--- config.mk ---
export PLATFORM = sky130hd
export DESIGN_NAME = trap_ctrl_flat
export DESIGN_NICKNAME = d
export VERILOG_FILES = /design/src/rtl/trap_ctrl_if.sv /design/src/rtl/trap_ctrl.sv /design/src/flat_wrapper.sv
export SDC_FILE = /design/constraint.sdc
export NUM_CORES = 1
export LEC_CHECK = 0
export CAP_MARGIN = 15
export CORE_MARGIN = 1
export CORE_UTILIZATION = 37
export CTS_CLUSTER_DIAMETER = 30
export DETAILED_ROUTE_END_ITERATION = 6
export HOLD_SLACK_MARGIN = 0.06
export PLACE_DENSITY_LB_ADDON = 0.08
export SYNTH_ARGS = -nofsm -noshare
export SYNTH_HDL_FRONTEND = slang
export SYNTH_SLANG_ARGS = --single-unit
--- constraint.sdc ---
create_clock -name clk -period 4.4 [get_ports clk]
set_input_delay 0.88 -clock clk [delete_from_list [all_inputs] [get_ports clk]]
set_output_delay 0.88 -clock clk [all_outputs]
set_load 0.02 [all_outputs]
--- src/rtl/trap_ctrl_if.sv ---
// Pipeline-to-trap-controller bundle: WB-stage requests, CSR read values in,
// CSR write strobes, fetch redirect and flush/stall controls out.
interface trap_ctrl_if #(
  parameter int XLEN = 32
);
  logic            excp_valid_i;
  logic [XLEN-1:0] excp_cause_i;
  logic [XLEN-1:0] excp_pc_i;
  logic [XLEN-1:0] excp_tval_i;
  logic            mret_valid_i;
  logic [XLEN-1:0] mtvec_rdata_i;
  logic [XLEN-1:0] mepc_rdata_i;

  logic            mcause_wen_o;
  logic            mtval_wen_o;
  logic            mepc_wen_o;
  logic [XLEN-1:0] mcause_wdata_o;
  logic [XLEN-1:0] mtval_wdata_o;
  logic [XLEN-1:0] mepc_wdata_o;
  logic            redirect_valid_o;
  logic [XLEN-1:0] redirect_pc_o;
  logic            flush_o;
  logic            busy_o;

  modport master (
    output excp_valid_i, excp_cause_i, excp_pc_i, excp_tval_i, mret_valid_i,
           mtvec_rdata_i, mepc_rdata_i,
    input  mcause_wen_o, mtval_wen_o, mepc_wen_o,
           mcause_wdata_o, mtval_wdata_o, mepc_wdata_o,
           redirect_valid_o, redirect_pc_o, flush_o, busy_o
  );

  modport slave (
    input  excp_valid_i, excp_cause_i, excp_pc_i, excp_tval_i, mret_valid_i,
           mtvec_rdata_i, mepc_rdata_i,
    output mcause_wen_o, mtval_wen_o, mepc_wen_o,
           mcause_wdata_o, mtval_wdata_o, mepc_wdata_o,
           redirect_valid_o, redirect_pc_o, flush_o, busy_o
  );
endinterface

--- src/rtl/trap_ctrl.sv ---
// Machine-mode trap/MRET sequencer: records exception CSRs, redirects fetch
// and holds the pipeline flushed for a fixed number of cycles.
module trap_ctrl #(
  parameter int XLEN         = 32,
  parameter int FLUSH_CYCLES = 2
) (
  input  logic         clk,
  input  logic         rst,
  trap_ctrl_if.slave   bus
);

  typedef enum logic [1:0] {
    IDLE,
    COMMIT,
    REDIRECT,
    FLUSH
  } state_t;

  localparam logic [XLEN-1:0] ALIGN_MASK = ~XLEN'(3);

  state_t          state_reg;
  logic [3:0]      cnt_reg;
  logic            kind_mret_reg;
  logic [XLEN-1:0] cause_reg;
  logic [XLEN-1:0] pc_reg;
  logic [XLEN-1:0] tval_reg;
  logic            wen_reg;
  logic            redirect_reg;
  logic            flush_reg;
  logic            busy_reg;
  logic [XLEN-1:0] target_next;

  always_ff @(posedge clk or posedge rst) begin
    if (rst) begin
      state_reg     <= IDLE;
      cnt_reg       <= '0;
      kind_mret_reg <= 1'b0;
      cause_reg     <= '0;
      pc_reg        <= '0;
      tval_reg      <= '0;
      wen_reg       <= 1'b0;
      redirect_reg  <= 1'b0;
      flush_reg     <= 1'b0;
      busy_reg      <= 1'b0;
    end else begin
      wen_reg      <= 1'b0;
      redirect_reg <= 1'b0;
      case (state_reg)
        IDLE: begin
          // Exception has priority; a coincident MRET is simply discarded.
          if (bus.excp_valid_i) begin
            cause_reg     <= bus.excp_cause_i;
            pc_reg        <= bus.excp_pc_i & ALIGN_MASK;
            tval_reg      <= bus.excp_tval_i;
            kind_mret_reg <= 1'b0;
            wen_reg       <= 1'b1;
            flush_reg     <= 1'b1;
            busy_reg      <= 1'b1;
            state_reg     <= COMMIT;
          end else if (bus.mret_valid_i) begin
            kind_mret_reg <= 1'b1;
            redirect_reg  <= 1'b1;
            flush_reg     <= 1'b1;
            busy_reg      <= 1'b1;
            cnt_reg       <= 4'(FLUSH_CYCLES);
            state_reg     <= REDIRECT;
          end
        end
        COMMIT: begin
          redirect_reg <= 1'b1;
          cnt_reg      <= 4'(FLUSH_CYCLES);
          state_reg    <= REDIRECT;
        end
        REDIRECT: begin
          state_reg <= FLUSH;
        end
        FLUSH: begin
          if (cnt_reg <= 4'd1) begin
            cnt_reg   <= '0;
            flush_reg <= 1'b0;
            busy_reg  <= 1'b0;
            state_reg <= IDLE;
          end else begin
            cnt_reg <= cnt_reg - 4'd1;
          end
        end
        default: state_reg <= IDLE;
      endcase
    end
  end

  // Target uses the live CSR values of the REDIRECT cycle, not a snapshot.
  always_comb begin
    target_next = kind_mret_reg ? bus.mepc_rdata_i : (bus.mtvec_rdata_i & ALIGN_MASK);
  end

  assign bus.mcause_wen_o     = wen_reg;
  assign bus.mtval_wen_o      = wen_reg;
  assign bus.mepc_wen_o       = wen_reg;
  assign bus.mcause_wdata_o   = cause_reg;
  assign bus.mtval_wdata_o    = tval_reg;
  assign bus.mepc_wdata_o     = pc_reg;
  assign bus.redirect_valid_o = redirect_reg;
  assign bus.redirect_pc_o    = redirect_reg ? target_next : '0;
  assign bus.flush_o          = flush_reg;
  assign bus.busy_o           = busy_reg;

endmodule

--- src/flat_wrapper.sv ---
// flat-port wrapper written by rule: the top's interface ports become plain ports
module trap_ctrl_flat 
#(
  parameter int XLEN         = 32,
  parameter int FLUSH_CYCLES = 2
)
  (clk, rst, bus_excp_valid_i, bus_excp_cause_i, bus_excp_pc_i, bus_excp_tval_i, bus_mret_valid_i, bus_mtvec_rdata_i, bus_mepc_rdata_i, bus_mcause_wen_o, bus_mtval_wen_o, bus_mepc_wen_o, bus_mcause_wdata_o, bus_mtval_wdata_o, bus_mepc_wdata_o, bus_redirect_valid_o, bus_redirect_pc_o, bus_flush_o, bus_busy_o);
  trap_ctrl_if #(.XLEN(XLEN)) bus_i ();
  input  logic clk;
  input  logic rst;
  input wire logic [$bits(bus_i.excp_valid_i)-1:0] bus_excp_valid_i;
  input wire logic [$bits(bus_i.excp_cause_i)-1:0] bus_excp_cause_i;
  input wire logic [$bits(bus_i.excp_pc_i)-1:0] bus_excp_pc_i;
  input wire logic [$bits(bus_i.excp_tval_i)-1:0] bus_excp_tval_i;
  input wire logic [$bits(bus_i.mret_valid_i)-1:0] bus_mret_valid_i;
  input wire logic [$bits(bus_i.mtvec_rdata_i)-1:0] bus_mtvec_rdata_i;
  input wire logic [$bits(bus_i.mepc_rdata_i)-1:0] bus_mepc_rdata_i;
  output wire logic [$bits(bus_i.mcause_wen_o)-1:0] bus_mcause_wen_o;
  output wire logic [$bits(bus_i.mtval_wen_o)-1:0] bus_mtval_wen_o;
  output wire logic [$bits(bus_i.mepc_wen_o)-1:0] bus_mepc_wen_o;
  output wire logic [$bits(bus_i.mcause_wdata_o)-1:0] bus_mcause_wdata_o;
  output wire logic [$bits(bus_i.mtval_wdata_o)-1:0] bus_mtval_wdata_o;
  output wire logic [$bits(bus_i.mepc_wdata_o)-1:0] bus_mepc_wdata_o;
  output wire logic [$bits(bus_i.redirect_valid_o)-1:0] bus_redirect_valid_o;
  output wire logic [$bits(bus_i.redirect_pc_o)-1:0] bus_redirect_pc_o;
  output wire logic [$bits(bus_i.flush_o)-1:0] bus_flush_o;
  output wire logic [$bits(bus_i.busy_o)-1:0] bus_busy_o;
  assign bus_i.excp_valid_i = bus_excp_valid_i;
  assign bus_i.excp_cause_i = bus_excp_cause_i;
  assign bus_i.excp_pc_i = bus_excp_pc_i;
  assign bus_i.excp_tval_i = bus_excp_tval_i;
  assign bus_i.mret_valid_i = bus_mret_valid_i;
  assign bus_i.mtvec_rdata_i = bus_mtvec_rdata_i;
  assign bus_i.mepc_rdata_i = bus_mepc_rdata_i;
  assign bus_mcause_wen_o = bus_i.mcause_wen_o;
  assign bus_mtval_wen_o = bus_i.mtval_wen_o;
  assign bus_mepc_wen_o = bus_i.mepc_wen_o;
  assign bus_mcause_wdata_o = bus_i.mcause_wdata_o;
  assign bus_mtval_wdata_o = bus_i.mtval_wdata_o;
  assign bus_mepc_wdata_o = bus_i.mepc_wdata_o;
  assign bus_redirect_valid_o = bus_i.redirect_valid_o;
  assign bus_redirect_pc_o = bus_i.redirect_pc_o;
  assign bus_flush_o = bus_i.flush_o;
  assign bus_busy_o = bus_i.busy_o;
  trap_ctrl #(.XLEN(XLEN), .FLUSH_CYCLES(FLUSH_CYCLES)) u_core (.clk(clk), .rst(rst), .bus(bus_i));
endmodule
==> impl_metrics.csv <==
group,metric,value,unit
cells_and_area,drive_gt1_share,19.0,%
global_route,grt_antenna_before_repair,0,
worst_setup_path,path_cells,"buf_4 -> mux2i_1 -> nor2b_1 -> clkdlybuf4s50_1",
global_route,grt_pass1_wl,19.5,mm
worst_setup_path,required,3520,ps
clock_tree,cts.clk_slew.worst_paths,70,ps
clock_tree,tritoncts,"yes",
floorplan,core,12700,um2
global_route,grt_max_degree,68,
sta,min_period,3350,ps
pwr,p_per_area,718,nW/um2
cells_and_area,finalNetCount,787,
global_route,grt_use_total,19.4,%
worst_setup_path,path_max_fanout,21,
floorplan,initial_utilization,38.2,%
sta,setup_viol,0,
drt,drt-total-wl,13.9,mm
cells_and_area,final_cell_mix,"clkdlybuf4s50_1, dfrtp_1, mux2_2, mux2_4, mux2i_1",
clock_tree,cts-buffers-inserted,9,
clock_tree,root_buffer,"clkbuf_16",
drt,drc,0,
clock_tree,postCtsHoldBufs,0,
sta,finalCritPeriodShare,76.1,%
worst_setup_path,worstPathArrival,2470,ps
synthesis,synth-edff-count,0,
sta,maxSlewViolCount,0,
global_route,gr-total-overflow,0,
worst_setup_path,crit_slowest_cell,"dfrtp_1",
cells_and_area,stdcell_count,793,
clock_tree,h-tree-depth,3,
placement,finalWeightedCongestion,0.748,
cells_and_area,diodes,0,
clock_tree,cts_sinks,104,
placement,dp_cells,777,
cells_and_area,layout_commonest_cell,"clkdlybuf4s50_1",
floorplan,dieArea,13600,um2
drt,drtPass1Iterations,4,
cells_and_area,post-route-util,63.9,%
floorplan,die_y,117,um
synthesis,syn_inst,332,
clock_tree,clkLatencyLatePin,350,ps
sta,relSlewSlack,43.7,%
drt,wire_per_inst,17.5,um
worst_setup_path,crit_path_start_kind,"flip-flop",
drt,vias,3685,
clock_tree,cts_resized,0,
floorplan,boundaryPins,298,
synthesis,ys.flop_type,"dfrtp_1",
worst_setup_path,worst-setup-path-type,"flip-flop to primary output",
sta,fin_tns_setup,0,ps
worst_setup_path,max_stage_delay,720,ps
worst_setup_path,cpLargestDelayFamily,"buffers and inverters",
synthesis,yosys_warnings,0,
placement,hpwl,10.4,mm
drt,drt_iter0_drc,117,
synthesis,avgSynthCellArea,14.6,um2
pwr,ir_drop,386,uV
hold_path,hold_path.class,"flip-flop to flip-flop",
floorplan,die_w,117,um
outcome,status,"completed",
synthesis,syn_area,4860,um2
global_route,grt_pass1_vias,3656,
sta,worst-slew-pin-transition,844,ps
floorplan,rows,41,
clock_tree,post-cts-setup-buffer-count,0,
clock_tree,clockBufferDepth,2,
sta,finalHoldViolations,0,
synthesis,yosys_register_bits,104,
worst_setup_path,crit_buf_inv,2,
synthesis,ys_seq_area_share,53.6,%
flow_run,drv_cap,0,
sta,rsz0062_at_grt,"no",
cells_and_area,syn_to_final_growth,67.4,%
drt,ant_nets,0,
sta,clock_skew,11.5,ps
placement,port_buffers,291,
sta,timing.fmax,0.299,GHz
synthesis,post_synth_num_cell_types,35,
drt,drt-vias-per-instance,4.65,
synthesis,ys_async_sr_fraction,100,%
pwr,p_leak,0.00342,uW
worst_setup_path,setup.worst_path.end_class,"primary output",
-- worst paths after layout --
| kind | startpoint | depth (start not counted) | end | slack (ps) |
|---|---|---|---|---|
| max | u_core.kind_mret_reg | 4 | bus_redirect_pc_o[6] | 1050 |
| min | u_core.bus.mtval_wdata_o[22] | 1 | u_core.bus.mtval_wdata_o[22] | 510 |
| max reg2reg | u_core.state_reg[0] | 6 | u_core.bus.mcause_wdata_o[25] | 2080 |
| min reg2reg | u_core.bus.mtval_wdata_o[22] | 1 | u_core.bus.mtval_wdata_o[22] | 510 |
| max in group asynchronous | rst | 3 | u_core.bus.mtval_wdata_o[26] | 2500 |
| min in group asynchronous | rst | 2 | u_core.bus.mepc_wdata_o[17] | 1070 |
-- area by class of cell --
cell class | instances | area (um2)
clock inverter | 6 | 77.6
sequential | 104 | 2600
multi-input combinational | 199 | 2020
timing repair buffer | 295 | 2960
tap | 172 | 215
inverter | 7 | 31.3
fill | 1010 | 4590
clock buffer | 10 | 229
-- cells in the mapped netlist (2+ instances only) --
library cell,count,area (um2)
a21oi_1,4,20.0
and3_1,2,12.5
buf_12,5,100
buf_2,4,20.0
buf_4,10,75.1
clkbuf_1,3,11.3
dfrtp_1,104,2600
ha_1,7,87.6
inv_1,6,22.5
mux2_2,54,608
mux2_4,40,601
mux2i_1,31,310
nand2_1,2,7.51
nor2_1,3,11.3
nor2b_1,30,188
nor3_1,2,10.0
o21a_1,2,15.0
o21ai_0,6,30.0
-- routing by layer --
layer / GRT usage [%] / share of wire, %
met5: 0 / 0
met4: 6.16 / 1.3
met3: 8.20 / 11
met2: 34.2 / 49
met1: 21.0 / 38
-- worst reg2reg max path, stage by stage (launching register included) --
cell	delay, ps
dfrtp_1	400
inv_1	140
ha_1	330
nand2_2	130
inv_4	320
buf_12	440
mux2_2	450
-- power by group --
part	internal (uW)	switching (uW)	total [uW]
clock	452	375	827
combinational	1800	1460	3260
sequential	1440	316	1750
total	3690	2150	5840
-- kinds of logic (layout without fill, tap and decap cells) --
kind of cell / after synthesis / after routing / share of synthesized area, %
simple gates: 45 / 45 / 5.56
fa+ha+maj: 7 / 7 / 1.80
buf+inv: 30 / 318 / 4.89
mux: 125 / 125 / 31.3
other cells: 1 / 2 / 0.0772
flops: 104 / 104 / 53.6
compound gates: 20 / 20 / 2.81
-- metrics by stage --
stage,setup WS [ps],hold slack [ps],cell area [um2],total power [uW]
3_3_place_gp,1320,489,7830,4980
3_5_place_dp,1300,495,7830,5040
4_1_cts,1010,511,8130,5900
5_1_grt,897,522,8130,6140
6_report,1050,506,8130,5840
2_1_floorplan,788,509,4860,3600
(Power assumes the default switching activity.)
